**config.mk**
```make
export PLATFORM = sky130hd
export DESIGN_NAME = elpis_load_sequencer_flat
export DESIGN_NICKNAME = d
export VERILOG_FILES = /design/src/rtl/elpis_load_sequencer_if.sv /design/src/rtl/elpis_load_sequencer.sv /design/src/flat_wrapper.sv
export SDC_FILE = /design/constraint.sdc
export NUM_CORES = 1
export LEC_CHECK = 0
export CORE_ASPECT_RATIO = 0.8
export CORE_MARGIN = 4
export CORE_UTILIZATION = 49
export DETAILED_ROUTE_END_ITERATION = 12
export PLACE_DENSITY = 0.94
export REMOVE_ABC_BUFFERS = 1
export SETUP_SLACK_MARGIN = 0.1
export SLEW_MARGIN = 20
export SYNTH_ARGS = -nofsm -noshare
export SYNTH_HDL_FRONTEND = slang
export SYNTH_SLANG_ARGS = --single-unit
```
**constraint.sdc**
```tcl
create_clock -name clk -period 3.3 [get_ports clk]
set_input_delay 0.99 -clock clk [delete_from_list [all_inputs] [get_ports clk]]
set_output_delay 0.99 -clock clk [all_outputs]
set_load 0.005 [all_outputs]
```
**src/rtl/elpis_load_sequencer_if.sv**
```systemverilog
// Host/core bus bundle for elpis_load_sequencer.
//   master : host-side driver (start/load words, core output words, read ack)
//   slave  : the sequencer (memory write port, core reset, holding register, status)
interface elpis_load_sequencer_if #(
  parameter int unsigned ADDR_W = 20,
  parameter int unsigned DATA_W = 32
);
  logic              host_start;
  logic [ADDR_W-1:0] host_base_addr;
  logic [ADDR_W-1:0] host_word_count;
  logic              host_wr_valid;
  logic              host_wr_ready;
  logic [DATA_W-1:0] host_wr_data;
  logic [ADDR_W-1:0] core_mem_addr;
  logic [DATA_W-1:0] core_mem_data;
  logic              core_mem_we;
  logic              core_reset;
  logic              core_out_valid;
  logic [DATA_W-1:0] core_out_data;
  logic              host_rd_valid;
  logic [DATA_W-1:0] host_rd_data;
  logic              host_rd_ack;
  logic              busy;
  logic              overflow;
  logic [DATA_W-1:0] checksum;

  modport master (
    output host_start, host_base_addr, host_word_count,
    output host_wr_valid, host_wr_data,
    output core_out_valid, core_out_data, host_rd_ack,
    input  host_wr_ready, core_mem_addr, core_mem_data, core_mem_we, core_reset,
    input  host_rd_valid, host_rd_data, busy, overflow, checksum
  );

  modport slave (
    input  host_start, host_base_addr, host_word_count,
    input  host_wr_valid, host_wr_data,
    input  core_out_valid, core_out_data, host_rd_ack,
    output host_wr_ready, core_mem_addr, core_mem_data, core_mem_we, core_reset,
    output host_rd_valid, host_rd_data, busy, overflow, checksum
  );
endinterface

```
**src/rtl/elpis_load_sequencer.sv**
```systemverilog
// Loads a host word stream into Elpis memory at consecutive addresses, holds the
// core in reset while loading plus RESET_HOLD settle cycles, then runs it while
// buffering its output words in a one-entry holding register for the host.
// Ports: clk, rst_n (async active-low), bus (elpis_load_sequencer_if.slave).
// Optional: ELPIS_LOAD_CHECKSUM_EN enables the 32-bit load checksum accumulator;
// when undefined, checksum is tied to zero.
module elpis_load_sequencer #(
  parameter int unsigned ADDR_W     = 20,
  parameter int unsigned DATA_W     = 32,
  parameter int unsigned RESET_HOLD = 4
) (
  input  logic                   clk,
  input  logic                   rst_n,
  elpis_load_sequencer_if.slave  bus
);

  localparam int unsigned HOLD_W = $clog2(RESET_HOLD + 1);

  typedef enum logic [1:0] {
    ST_IDLE = 2'd0,
    ST_LOAD = 2'd1,
    ST_HOLD = 2'd2,
    ST_RUN  = 2'd3
  } state_t;

  state_t            state;
  logic [ADDR_W-1:0] addr_ptr;
  logic [ADDR_W-1:0] remaining;
  logic [HOLD_W-1:0] hold_cnt;

  logic start_accept_c;
  logic wr_accept_c;

  // host_start is only honoured outside LOAD/HOLD
  assign start_accept_c = bus.host_start && ((state == ST_IDLE) || (state == ST_RUN));
  assign wr_accept_c    = (state == ST_LOAD) && bus.host_wr_valid && bus.host_wr_ready;

  // Sequencer FSM, memory write port and output holding register
  always_ff @(posedge clk or negedge rst_n) begin
    if (!rst_n) begin
      state             <= ST_IDLE;
      addr_ptr          <= '0;
      remaining         <= '0;
      hold_cnt          <= '0;
      bus.core_mem_we   <= 1'b0;
      bus.core_mem_addr <= '0;
      bus.core_mem_data <= '0;
      bus.core_reset    <= 1'b1;
      bus.host_wr_ready <= 1'b0;
      bus.host_rd_valid <= 1'b0;
      bus.host_rd_data  <= '0;
      bus.busy          <= 1'b0;
      bus.overflow      <= 1'b0;
    end else begin
      bus.core_mem_we <= 1'b0;

      // Holding register; an ack in the same cycle frees the slot for the new word
      if (state == ST_RUN) begin
        if (!bus.host_rd_valid || bus.host_rd_ack) begin
          bus.host_rd_valid <= bus.core_out_valid;
          if (bus.core_out_valid) begin
            bus.host_rd_data <= bus.core_out_data;
          end
        end else if (bus.core_out_valid) begin
          bus.overflow <= 1'b1;
        end
      end

      case (state)
        ST_IDLE, ST_RUN: begin
          if (start_accept_c) begin
            addr_ptr       <= bus.host_base_addr;
            remaining      <= bus.host_word_count;
            hold_cnt       <= '0;
            bus.overflow   <= 1'b0;
            bus.core_reset <= 1'b1;
            bus.busy       <= 1'b1;
            if (bus.host_word_count == '0) begin
              state <= ST_HOLD;
            end else begin
              state             <= ST_LOAD;
              bus.host_wr_ready <= 1'b1;
              bus.host_rd_valid <= 1'b0;
            end
          end
        end
        ST_LOAD: begin
          if (wr_accept_c) begin
            bus.core_mem_we   <= 1'b1;
            bus.core_mem_addr <= addr_ptr;
            bus.core_mem_data <= bus.host_wr_data;
            addr_ptr          <= addr_ptr + ADDR_W'(1);
            remaining         <= remaining - ADDR_W'(1);
            if (remaining == ADDR_W'(1)) begin
              bus.host_wr_ready <= 1'b0;
              state             <= ST_HOLD;
            end
          end
        end
        ST_HOLD: begin
          // Entered on the final accept edge; release after RESET_HOLD further cycles
          if (hold_cnt == HOLD_W'(RESET_HOLD)) begin
            state          <= ST_RUN;
            bus.core_reset <= 1'b0;
            bus.busy       <= 1'b0;
          end else begin
            hold_cnt <= hold_cnt + HOLD_W'(1);
          end
        end
        default: state <= ST_IDLE;
      endcase
    end
  end

`ifdef ELPIS_LOAD_CHECKSUM_EN
  // Wrap-around sum of accepted load words, cleared on each accepted start
  always_ff @(posedge clk or negedge rst_n) begin
    if (!rst_n) begin
      bus.checksum <= '0;
    end else if (start_accept_c) begin
      bus.checksum <= '0;
    end else if (wr_accept_c) begin
      bus.checksum <= bus.checksum + bus.host_wr_data;
    end
  end
`else
  assign bus.checksum = '0;
`endif

endmodule

```
**src/flat_wrapper.sv**
```systemverilog
// flat-port wrapper written by rule: the top's interface ports become plain ports
module elpis_load_sequencer_flat 
#(
  parameter int unsigned ADDR_W     = 20,
  parameter int unsigned DATA_W     = 32,
  parameter int unsigned RESET_HOLD = 4
)
  (clk, rst_n, bus_host_start, bus_host_base_addr, bus_host_word_count, bus_host_wr_valid, bus_host_wr_data, bus_core_out_valid, bus_core_out_data, bus_host_rd_ack, bus_host_wr_ready, bus_core_mem_addr, bus_core_mem_data, bus_core_mem_we, bus_core_reset, bus_host_rd_valid, bus_host_rd_data, bus_busy, bus_overflow, bus_checksum);
  elpis_load_sequencer_if #(.ADDR_W(ADDR_W), .DATA_W(DATA_W)) bus_i ();
  input  logic clk;
  input  logic rst_n;
  input wire logic [$bits(bus_i.host_start)-1:0] bus_host_start;
  input wire logic [$bits(bus_i.host_base_addr)-1:0] bus_host_base_addr;
  input wire logic [$bits(bus_i.host_word_count)-1:0] bus_host_word_count;
  input wire logic [$bits(bus_i.host_wr_valid)-1:0] bus_host_wr_valid;
  input wire logic [$bits(bus_i.host_wr_data)-1:0] bus_host_wr_data;
  input wire logic [$bits(bus_i.core_out_valid)-1:0] bus_core_out_valid;
  input wire logic [$bits(bus_i.core_out_data)-1:0] bus_core_out_data;
  input wire logic [$bits(bus_i.host_rd_ack)-1:0] bus_host_rd_ack;
  output wire logic [$bits(bus_i.host_wr_ready)-1:0] bus_host_wr_ready;
  output wire logic [$bits(bus_i.core_mem_addr)-1:0] bus_core_mem_addr;
  output wire logic [$bits(bus_i.core_mem_data)-1:0] bus_core_mem_data;
  output wire logic [$bits(bus_i.core_mem_we)-1:0] bus_core_mem_we;
  output wire logic [$bits(bus_i.core_reset)-1:0] bus_core_reset;
  output wire logic [$bits(bus_i.host_rd_valid)-1:0] bus_host_rd_valid;
  output wire logic [$bits(bus_i.host_rd_data)-1:0] bus_host_rd_data;
  output wire logic [$bits(bus_i.busy)-1:0] bus_busy;
  output wire logic [$bits(bus_i.overflow)-1:0] bus_overflow;
  output wire logic [$bits(bus_i.checksum)-1:0] bus_checksum;
  assign bus_i.host_start = bus_host_start;
  assign bus_i.host_base_addr = bus_host_base_addr;
  assign bus_i.host_word_count = bus_host_word_count;
  assign bus_i.host_wr_valid = bus_host_wr_valid;
  assign bus_i.host_wr_data = bus_host_wr_data;
  assign bus_i.core_out_valid = bus_core_out_valid;
  assign bus_i.core_out_data = bus_core_out_data;
  assign bus_i.host_rd_ack = bus_host_rd_ack;
  assign bus_host_wr_ready = bus_i.host_wr_ready;
  assign bus_core_mem_addr = bus_i.core_mem_addr;
  assign bus_core_mem_data = bus_i.core_mem_data;
  assign bus_core_mem_we = bus_i.core_mem_we;
  assign bus_core_reset = bus_i.core_reset;
  assign bus_host_rd_valid = bus_i.host_rd_valid;
  assign bus_host_rd_data = bus_i.host_rd_data;
  assign bus_busy = bus_i.busy;
  assign bus_overflow = bus_i.overflow;
  assign bus_checksum = bus_i.checksum;
  elpis_load_sequencer #(.ADDR_W(ADDR_W), .DATA_W(DATA_W), .RESET_HOLD(RESET_HOLD)) u_core (.clk(clk), .rst_n(rst_n), .bus(bus_i));
endmodule
```
==> flow_metrics.tcl, run 1 <==
set metrics [dict create \
    drc_errors 0 \
    clkPwrFrac_pct 42.1 \
    netlist_area_mm2 0.00647 \
    endpoint_kind "flop" \
    fp-row-count 37 \
    p_sw_mw 1.23 \
    cts_hold_buf 0 \
    synth_ff_type "dfrtp_1" \
    power_leakage_nw 3.93 \
    power_density_mw_per_mm2 499 \
    cp-start-kind "input pin" \
    vias 5280 \
    comb_power_share_pct 14.9 \
    io_pins 232 \
    io_buffers 199 \
    via_per_inst 5.48 \
    avgSynthCellArea_um2 11.1 \
    ff_latch_area_mm2 0.00338 \
    die-height_um 111 \
    h-tree-depth 4 \
    antenna_cells 0 \
    clockBufferDepth 2 \
    grt_util_met1_pct 29.3 \
    cts_root_buf "clkbuf_16" \
    switching_share_pct 27.0 \
    ys_types 56 \
    die_area_mm2 0.0151 \
    yosysSeqAreaShare_pct 52.3 \
    antenna_found_initial 0 \
    clk_latency_ns 0.42 \
    numCtsBuffers 17 \
    instances_no_fill 964 \
    synth_edf_count 0 \
    path_max_fanout 17 \
    min_path_type "flop to flop" \
    place_hpwl_mm 13.2 \
    cts_resized 0 \
    multi_input_area_mm2 0.00281 \
    initial_utilization_pct 50.2 \
    ir_worst_vdd_v 0.000384 \
    yosysWarnings 0 \
    clkSinkCount 135 \
    drt-initial-drc-count 330 \
    cts.clk_slew.worst_paths_ns 0.06 \
    max_cap_viol_count 0 \
    yosys-top-cells-area "dfrtp_1 52%, mux2_2 14%, buf_4 3.7%" \
    power.internal_mw 3.33 \
    rsz0062_at_grt "no" \
    postCtsSetupBuffers 0 \
    worst_pin_slew_ns 0.722 \
    design_area_mm2 0.00913 \
    busiest_layer "met2" \
    r2r-start "u_core.state[0]" \
    yosysTopAreaCell "dfrtp_1" \
    grt_max_degree 78 \
    path_class "input pin to flop" \
    async_flop_share_pct 100 \
    fill_cells 865 \
    grt_pass1_wl_mm 28.4 \
    clock.fmax_mhz 385 \
    dp.cells 932 \
    areaGrowthSynthToFinish_pct 41.2 \
    nets 894 \
    coreArea_mm2 0.0129 \
    hold_start "u_core.bus.core_mem_addr[4]" \
    worstRegToRegCells 6 \
    wirelength_mm 18.5 \
    r2r_slack_ns 0.84 \
    seqPwrFrac_pct 43.0 \
    postPlaceCellArea_mm2 0.00854 \
    grt_pass1_vias 5305 \
    routedWlPerCell_um 19.2 \
    synth.top_cell.area_share_pct 51.9 \
    dr.pass1.iters 5 \
    ys_top_cells_by_count "134 x dfrtp_1, 83 x mux2_2, 42 x nand2_1, 38 x a21oi_1, 32 x buf_4" \
    drive_above_1_share_pct 17.5 \
    grt_use_met2_pct 40.9 \
    cts_tree "yes" \
    synth_most_common_cell "dfrtp_1" \
    ant_nets 0 \
    worstReg2RegEnd "u_core.remaining[19]" \
    gp_congestion 0.802 \
    status "finished clean" \
    setup_viol 0 \
    ys_ff_latch 135 \
    hold_viol 0 \
    clock_skew_ns 0.0135 \
    post-route-min-period_ns 2.60 \
    relSlewSlack_pct 51.8 \
    cp-startpoint "bus_host_start" \
    finalCritPeriodShare_pct 78.7 \
    post_synth_inst_count 583 \
    tns_ns 0 \
    crit_required_ns 3.61 \
    cp-endpoint "u_core.remaining[19]" \
    overflow 0 \
    grtUsageMet3_pct 7.35 \
    die_w_um 136 \
    worstPathArrival_ns 2.91 \
    drv_slew 0 \
    grt_use_total_pct 24.1 \
    p_total_mw 4.56 \
]
## state kept, by name (all words and copies together), names as in the netlist
register                  cells
u_core.bus.core_mem_we        1
u_core.bus.core_mem_data     32
u_core.bus.host_rd_data      32
u_core.addr_ptr              20
u_core.hold_cnt               3
u_core.bus.host_wr_ready      1
u_core.bus.overflow           1
u_core.remaining             20
u_core.bus.host_rd_valid      1
u_core.state                  2
u_core.bus.core_mem_addr     20
u_core.bus.busy               1
u_core.bus.core_reset         1
## routing by layer
layer	wire length, µm	share of wire [%]
met1	7480	40
met2	9160	50
met4	385	2.1
met3	1450	7.9
met5	0	0
## per-stage QoR
stage	hold WS, ns	util [%]	setup WS [ns]
after floorplan	0.473	-	-1.99
final	0.485	70.9	0.702
after CTS	0.490	70.9	0.689
after detailed placement	0.474	66.3	0.314
after global placement	0.462	66.3	0.421
after global routing	0.509	70.9	0.542
## worst min-delay path by stage
stage | to | slack (ns) | cells after the start
2_1_floorplan | u_core.bus.core_mem_addr[0] | 0.47 | 2
3_3_place_gp | u_core.bus.core_mem_addr[4] | 0.46 | 2
3_5_place_dp | u_core.bus.core_mem_addr[0] | 0.47 | 2
4_1_cts | u_core.bus.core_mem_addr[4] | 0.49 | 2
5_1_grt | u_core.bus.core_mem_addr[5] | 0.51 | 1
6_report | u_core.bus.core_mem_addr[4] | 0.49 | 2
## critical path, cell delays in order
cell and delay (ns):
clkdlybuf4s50_1 0.53, nor2b_1 0.26, or3_1 0.59, o22ai_1 0.23, nor3b_1 0.30
## cell families (layout without fill, tap and decap cells)
group	Yosys count	in the layout	synth area share (%)
simple gates	145	145	11.9
flops	135	135	52.3
compound gates	128	128	12.4
mux	90	90	15.5
buf+inv	76	251	6.29
fa+ha+maj	8	8	1.55
other cells	1	32	0.0580
## layout make-up
cell class,count,area share [%]
flip-flops and latches,135,37.0
well taps,175,2.40
inverters,11,0.452
clock buffers,18,4.70
repair buffers,208,22.8
clock inverters,14,1.80
multi-input cells,403,30.8
## power by group through the flow
stage | clock, mW | combinational [mW] | sequential [mW]
detailed placement | 0 | 0.676 | 1.98
CTS | 1.95 | 0.682 | 1.95
global placement | 0 | 0.650 | 1.97
finish | 1.92 | 0.678 | 1.96
floorplan | 0 | 0.310 | 1.95
global route | 2.02 | 0.746 | 1.98
## layout by cell type (no fill, tap or decap), types with 4 or more instances in the layout
cell type and n:
or3_1 5, a21oi_1 38, conb_1 32, nand2_1 42, nand2b_1 4, nor2_1 20, inv_1 11, nor4_1 8
dfrtp_1 134, mux2_2 83, o22a_1 6, a31oi_1 4, ha_1 7, buf_4 7, nand4_1 10, clkbuf_16 17
inv_6 5, o21ai_0 29, o22ai_1 21, nand3_1 20, mux2i_1 7, nor3_1 8, a22o_1 6, clkdlybuf4s50_1 198
Power figures use the tool's default switching activity.
==> inputs of run 2 (changes only) <==
--- a/config.mk
+++ b/config.mk
@@ -7,9 +7,9 @@
 export LEC_CHECK = 0
 export CORE_ASPECT_RATIO = 0.8
 export CORE_MARGIN = 4
-export CORE_UTILIZATION = 49
+export CORE_UTILIZATION = 41
 export DETAILED_ROUTE_END_ITERATION = 12
-export PLACE_DENSITY = 0.94
+export PLACE_DENSITY = 0.84
 export REMOVE_ABC_BUFFERS = 1
 export SETUP_SLACK_MARGIN = 0.1
 export SLEW_MARGIN = 20
==> constraint.sdc (replaced) <==
create_clock -name clk -period 2.3 [get_ports clk]
set_input_delay 0.69 -clock clk [delete_from_list [all_inputs] [get_ports clk]]
set_output_delay 0.69 -clock clk [all_outputs]
set_load 0.005 [all_outputs]
==> run 2 against run 1 <==
Global-route usage decreased by 4.8 points. Largest power group unchanged. Power increased by 41%. Sequential share of layout area decreased by 1.1 points. Final cell count increased by 6.4%. Largest cell class unchanged.
==> flow_metrics.tcl, run 2 (synthesis gave the netlist of run 1 again) <==
set metrics [dict create \
    relSlewSlack_pct 65.4 \
    crit_required_ns 2.64 \
    max_cap_viol_count 0 \
    clock_skew_ns 0.00630 \
    wl_met2_mm 8.16 \
    worstReg2RegEnd "u_core.remaining[8]" \
    dp.cells 994 \
    die-height_um 120 \
    h-tree-depth 4 \
    wl_met3_mm 1.48 \
    reg_top3 "u_core.bus.core_mem_data (32), u_core.bus.host_rd_data (32)" \
    die_w_um 148 \
    drv_slew 0 \
    gp_congestion 0.833 \
    tns_ns 0 \
    worstRegToRegCells 7 \
    fp-row-count 40 \
    postPlaceCellArea_mm2 0.00883 \
    routedWlPerCell_um 16.7 \
    multi_input_area_mm2 0.00281 \
    drive_above_1_share_pct 20.3 \
    grt_pass1_wl_mm 27.5 \
    grt_max_degree 84 \
    top_layer_used "met4" \
    post-route-util_pct 61.9 \
    fill_cells 1199 \
    clkSinkCount 135 \
    cts.clk_slew.worst_paths_ns 0.06 \
    cts_root_buf "clkbuf_16" \
    cts_hold_buf 0 \
    worst_pin_slew_ns 0.514 \
    vias 5317 \
    drc_errors 0 \
    wl_met1_mm 7.39 \
    nets 921 \
    cts_resized 0 \
    finalCritPeriodShare_pct 91.2 \
    final_cell_mix "197 x clkdlybuf4s50_1, 134 x dfrtp_1, 83 x mux2_2, 42 x nand2_1, 38 x a21oi_1" \
    postCtsSetupBuffers 0 \
    ir_worst_vdd_v 0.000479 \
    grt_pass1_vias 5342 \
    endpoint_kind "flop" \
    min_path_type "input pin to asynchronous set/reset pin" \
    io_pins 232 \
    overflow 0 \
    r2r-start "u_core.remaining[0]" \
    post-route-min-period_ns 2.10 \
    antenna_cells 0 \
    power_density_mw_per_mm2 684 \
    grt_use_total_pct 19.3 \
    ant_nets 0 \
    via_per_inst 5.18 \
    die_area_mm2 0.0179 \
    r2r_slack_ns 0.20 \
    numCtsBuffers 17 \
    ff_latch_area_mm2 0.00338 \
    clockBufferDepth 2 \
    wirelength_mm 17.1 \
    clk_latency_ns 0.41 \
    clock.fmax_mhz 477 \
    setup_viol 0 \
    rsz0062_at_grt "no" \
    cts_tree "yes" \
    dr.pass1.iters 5 \
    place_hpwl_mm 12.9 \
    areaGrowthSynthToFinish_pct 45.6 \
    path_class "flop to flop" \
    power_leakage_nw 4.09 \
    design_area_mm2 0.00941 \
    drt-initial-drc-count 311 \
    final_common_cell "clkdlybuf4s50_1" \
    path_max_fanout 5 \
    cp-start-kind "flop" \
    antenna_found_initial 0 \
    worstPathArrival_ns 2.43 \
    initial_utilization_pct 42.5 \
    coreArea_mm2 0.0152 \
    io_buffers 199 \
    status "finished clean" \
    hold_viol 0 \
    instances_no_fill 1026 \
]
## run 2: layout make-up
class                           instances  area share (%)
Timing Repair Buffer                  235            24.9
Clock buffer                           18            4.67
Multi-Input combinational cell        403            29.9
Clock inverter                         14            1.48
Sequential cell                       135            35.9
Tap cell                              210            2.79
Inverter                               11           0.439
## run 2: critical path: stages, from the launching register on
cell and delay (ns):
dfrtp_1 0.43, inv_1 0.11, ha_1 0.21, or4b_1 0.49
or4_1 0.44, a21oi_1 0.17, nor2_1 0.05, a21oi_1 0.13
## run 2: report_power, final
| group | leakage (nW) | total (mW) | internal, mW | switching [mW] |
|---|---|---|---|---|
| Clock | 0.271 | 2.62 | 1.54 | 1.08 |
| Sequential | 1.74 | 2.80 | 2.58 | 0.219 |
| Combinational | 2.08 | 1.02 | 0.597 | 0.419 |
| Total | 4.09 | 6.44 | 4.72 | 1.72 |
## run 2: metal layers
metal	vias to the layer above	GRT usage [%]
li1	2514	-
met1	2583	25.4
met2	212	31.5
met3	8	6.56
met4	0	3.81
met5	-	0
## run 2: per-stage QoR
step	hold slack (ns)	worst slack, ns	power [mW]
after floorplan	0.394	-2.99	3.24
after global placement	0.461	-0.115	3.81
after detailed placement	0.474	-0.154	3.85
after CTS	0.179	0.117	6.52
after global routing	0.195	0.102	6.76
final	0.189	0.202	6.44
## run 2: how the worst max path moves through the flow
| stage | end | slack (ns) | from | cells after the start |
|---|---|---|---|---|
| 2_1_floorplan | u_core.addr_ptr[2] | -2.99 | u_core.state[0] | 6 |
| 3_3_place_gp | u_core.addr_ptr[3] | -0.12 | bus_host_wr_valid | 7 |
| 3_5_place_dp | u_core.addr_ptr[3] | -0.15 | bus_host_wr_valid | 7 |
| 4_1_cts | bus_core_reset | 0.12 | u_core.bus.core_reset | 1 |
| 5_1_grt | u_core.remaining[14] | 0.10 | u_core.remaining[0] | 7 |
| 6_report | u_core.remaining[8] | 0.20 | u_core.remaining[0] | 7 |
==> inputs of run 3 (changes only) <==
--- a/config.mk
+++ b/config.mk
@@ -6,7 +6,6 @@
 export NUM_CORES = 1
 export LEC_CHECK = 0
 export CORE_ASPECT_RATIO = 0.8
-export CORE_MARGIN = 4
 export CORE_UTILIZATION = 41
 export DETAILED_ROUTE_END_ITERATION = 12
 export PLACE_DENSITY = 0.84
==> run 3 against run 2 <==
Critical path depth down 6. Count of clock-buffer cells in the layout unchanged. Routed wire length down 1.3%. Clock power up 11%. First-iteration DRC count up 21%. Die area down 8.8%. Critical path type is now flop to output pin. Critical endpoint is now bus_core_reset.
==> flow_metrics.tcl, run 3 (synthesis gave the netlist of run 1 again) <==
set metrics [dict create \
    gp_congestion 0.795 \
    final_cell_mix "198 x clkdlybuf4s50_1, 134 x dfrtp_1, 83 x mux2_2, 42 x nand2_1, 38 x a21oi_1" \
    cts_resized 0 \
    cp-start-kind "flop" \
    post-route-util_pct 62.4 \
    wirelength_mm 16.9 \
    instances_no_fill 1030 \
    overflow 0 \
    antenna_cells 0 \
    worstPathArrival_ns 1.47 \
    postCtsSetupBuffers 0 \
    place_hpwl_mm 12.3 \
    final_common_cell "clkdlybuf4s50_1" \
    cp_top_family "flip-flops" \
    grt_pass1_wl_mm 26.5 \
    hold_viol 0 \
    fill_cells 1255 \
    grt_max_degree 84 \
    cts_root_buf "clkbuf_16" \
    areaGrowthSynthToFinish_pct 46.8 \
    relSlewSlack_pct 65.0 \
    grt_pass1_vias 5120 \
    die-height_um 114 \
    finalCritPeriodShare_pct 93.7 \
    rsz0062_at_grt "no" \
    path_max_fanout 3 \
    coreArea_mm2 0.0152 \
    clock_skew_ns 0.00746 \
    clk_latency_ns 0.42 \
    hold_slack_ns 0.153 \
    fin_ws_ns 0.144 \
    cp_slowest_stage_delay_ns 0.55 \
    fp-row-count 40 \
    io_buffers 199 \
    numCtsBuffers 17 \
    die_area_mm2 0.0163 \
    dp.cells 998 \
    design_area_mm2 0.00949 \
    die_w_um 142 \
    post-route-min-period_ns 2.16 \
    reg_top3 "u_core.bus.core_mem_data (32), u_core.bus.host_rd_data (32)" \
    clock.fmax_mhz 464 \
    routedWlPerCell_um 16.4 \
    h-tree-depth 4 \
    dr.pass1.iters 5 \
    grt_use_total_pct 21.3 \
    seqPwrFrac_pct 41.7 \
    worst_pin_slew_ns 0.521 \
    nets 925 \
    drv_slew 0 \
    cts_hold_buf 0 \
    switching_share_pct 25.4 \
    max_cap_viol_count 0 \
    path_class "flop to output pin" \
    power.internal_mw 5.00 \
    drt-initial-drc-count 377 \
    status "finished clean" \
    io_pins 232 \
    place_ws_ns -0.151 \
    postPlaceCellArea_mm2 0.00886 \
    comb_power_share_pct 15.0 \
    drc_errors 0 \
    crit_required_ns 1.61 \
    cts_tree "yes" \
    cts.clk_slew.worst_paths_ns 0.06 \
    cp_num_buf_inv 1 \
    tns_ns 0 \
    ir_worst_vdd_v 0.000646 \
    setup_viol 0 \
    crit_chain "clkdlybuf4s50_1" \
    power_density_mw_per_mm2 707 \
    initial_utilization_pct 42.5 \
    cp_slowest_cell "dfstp_2" \
    clkPwrFrac_pct 43.2 \
    p_sw_mw 1.71 \
    clkSinkCount 135 \
    endpoint_kind "output pin" \
    clockBufferDepth 2 \
    power_leakage_nw 4.12 \
    antenna_found_initial 0 \
    via_per_inst 5.15 \
    min_path_type "input pin to asynchronous set/reset pin" \
    vias 5307 \
    drive_above_1_share_pct 20.6 \
    p_total_mw 6.71 \
    ant_nets 0 \
]
run 3: changes by cell type in the layout (fill, tap and decap cells not counted), moves of 2 or more:
| cell | delta |
|---|---|
| clkinv_2 | +2 |
| inv_6 | -3 |
| bufinv_16 | +3 |
| clkinvlp_4 | -3 |
| buf_4 | +4 |
run 3: power groups by stage:
stage          registers (mW)  clock network (mW)  logic (mW)
2_1_floorplan            2.80                   0       0.445
3_3_place_gp             2.82                   0       0.983
3_5_place_dp             2.83                   0        1.01
4_1_cts                  2.79                2.96        1.02
5_1_grt                  2.83                3.06        1.11
6_report                 2.80                2.90        1.01
run 3: worst paths after layout:
path,depth (start not counted),endpoint,slack (ns),from
hold reg to reg,2,u_core.bus.core_mem_addr[4],0.49,u_core.bus.core_mem_addr[4]
setup reg to reg,7,u_core.remaining[14],0.23,u_core.remaining[0]
setup / recovery,1,bus_core_reset,0.14,u_core.bus.core_reset
max in group asynchronous,2,u_core.bus.core_reset,1.57,rst_n
min in group clk,2,u_core.bus.core_mem_addr[4],0.49,u_core.bus.core_mem_addr[4]
hold / removal,1,u_core.remaining[11],0.15,rst_n
run 3: final cells by class:
cell class	instances	area, µm²	share of cell area (%)
inverter	11	41.3	0.435
sequential	135	3380	35.6
multi-input combinational	403	2810	29.6
tap	210	263	2.77
clock inverter	14	199	2.10
timing repair buffer	239	2370	25.0
clock buffer	18	429	4.52
run 3: routing by layer:
metal	track usage, %	part of all wire (%)	vias to the layer above
li1	-	-	2525
met1	27.3	44	2563
met2	35.2	48	207
met3	6.82	7.8	12
met4	5.02	0.61	0
met5	0	0	-
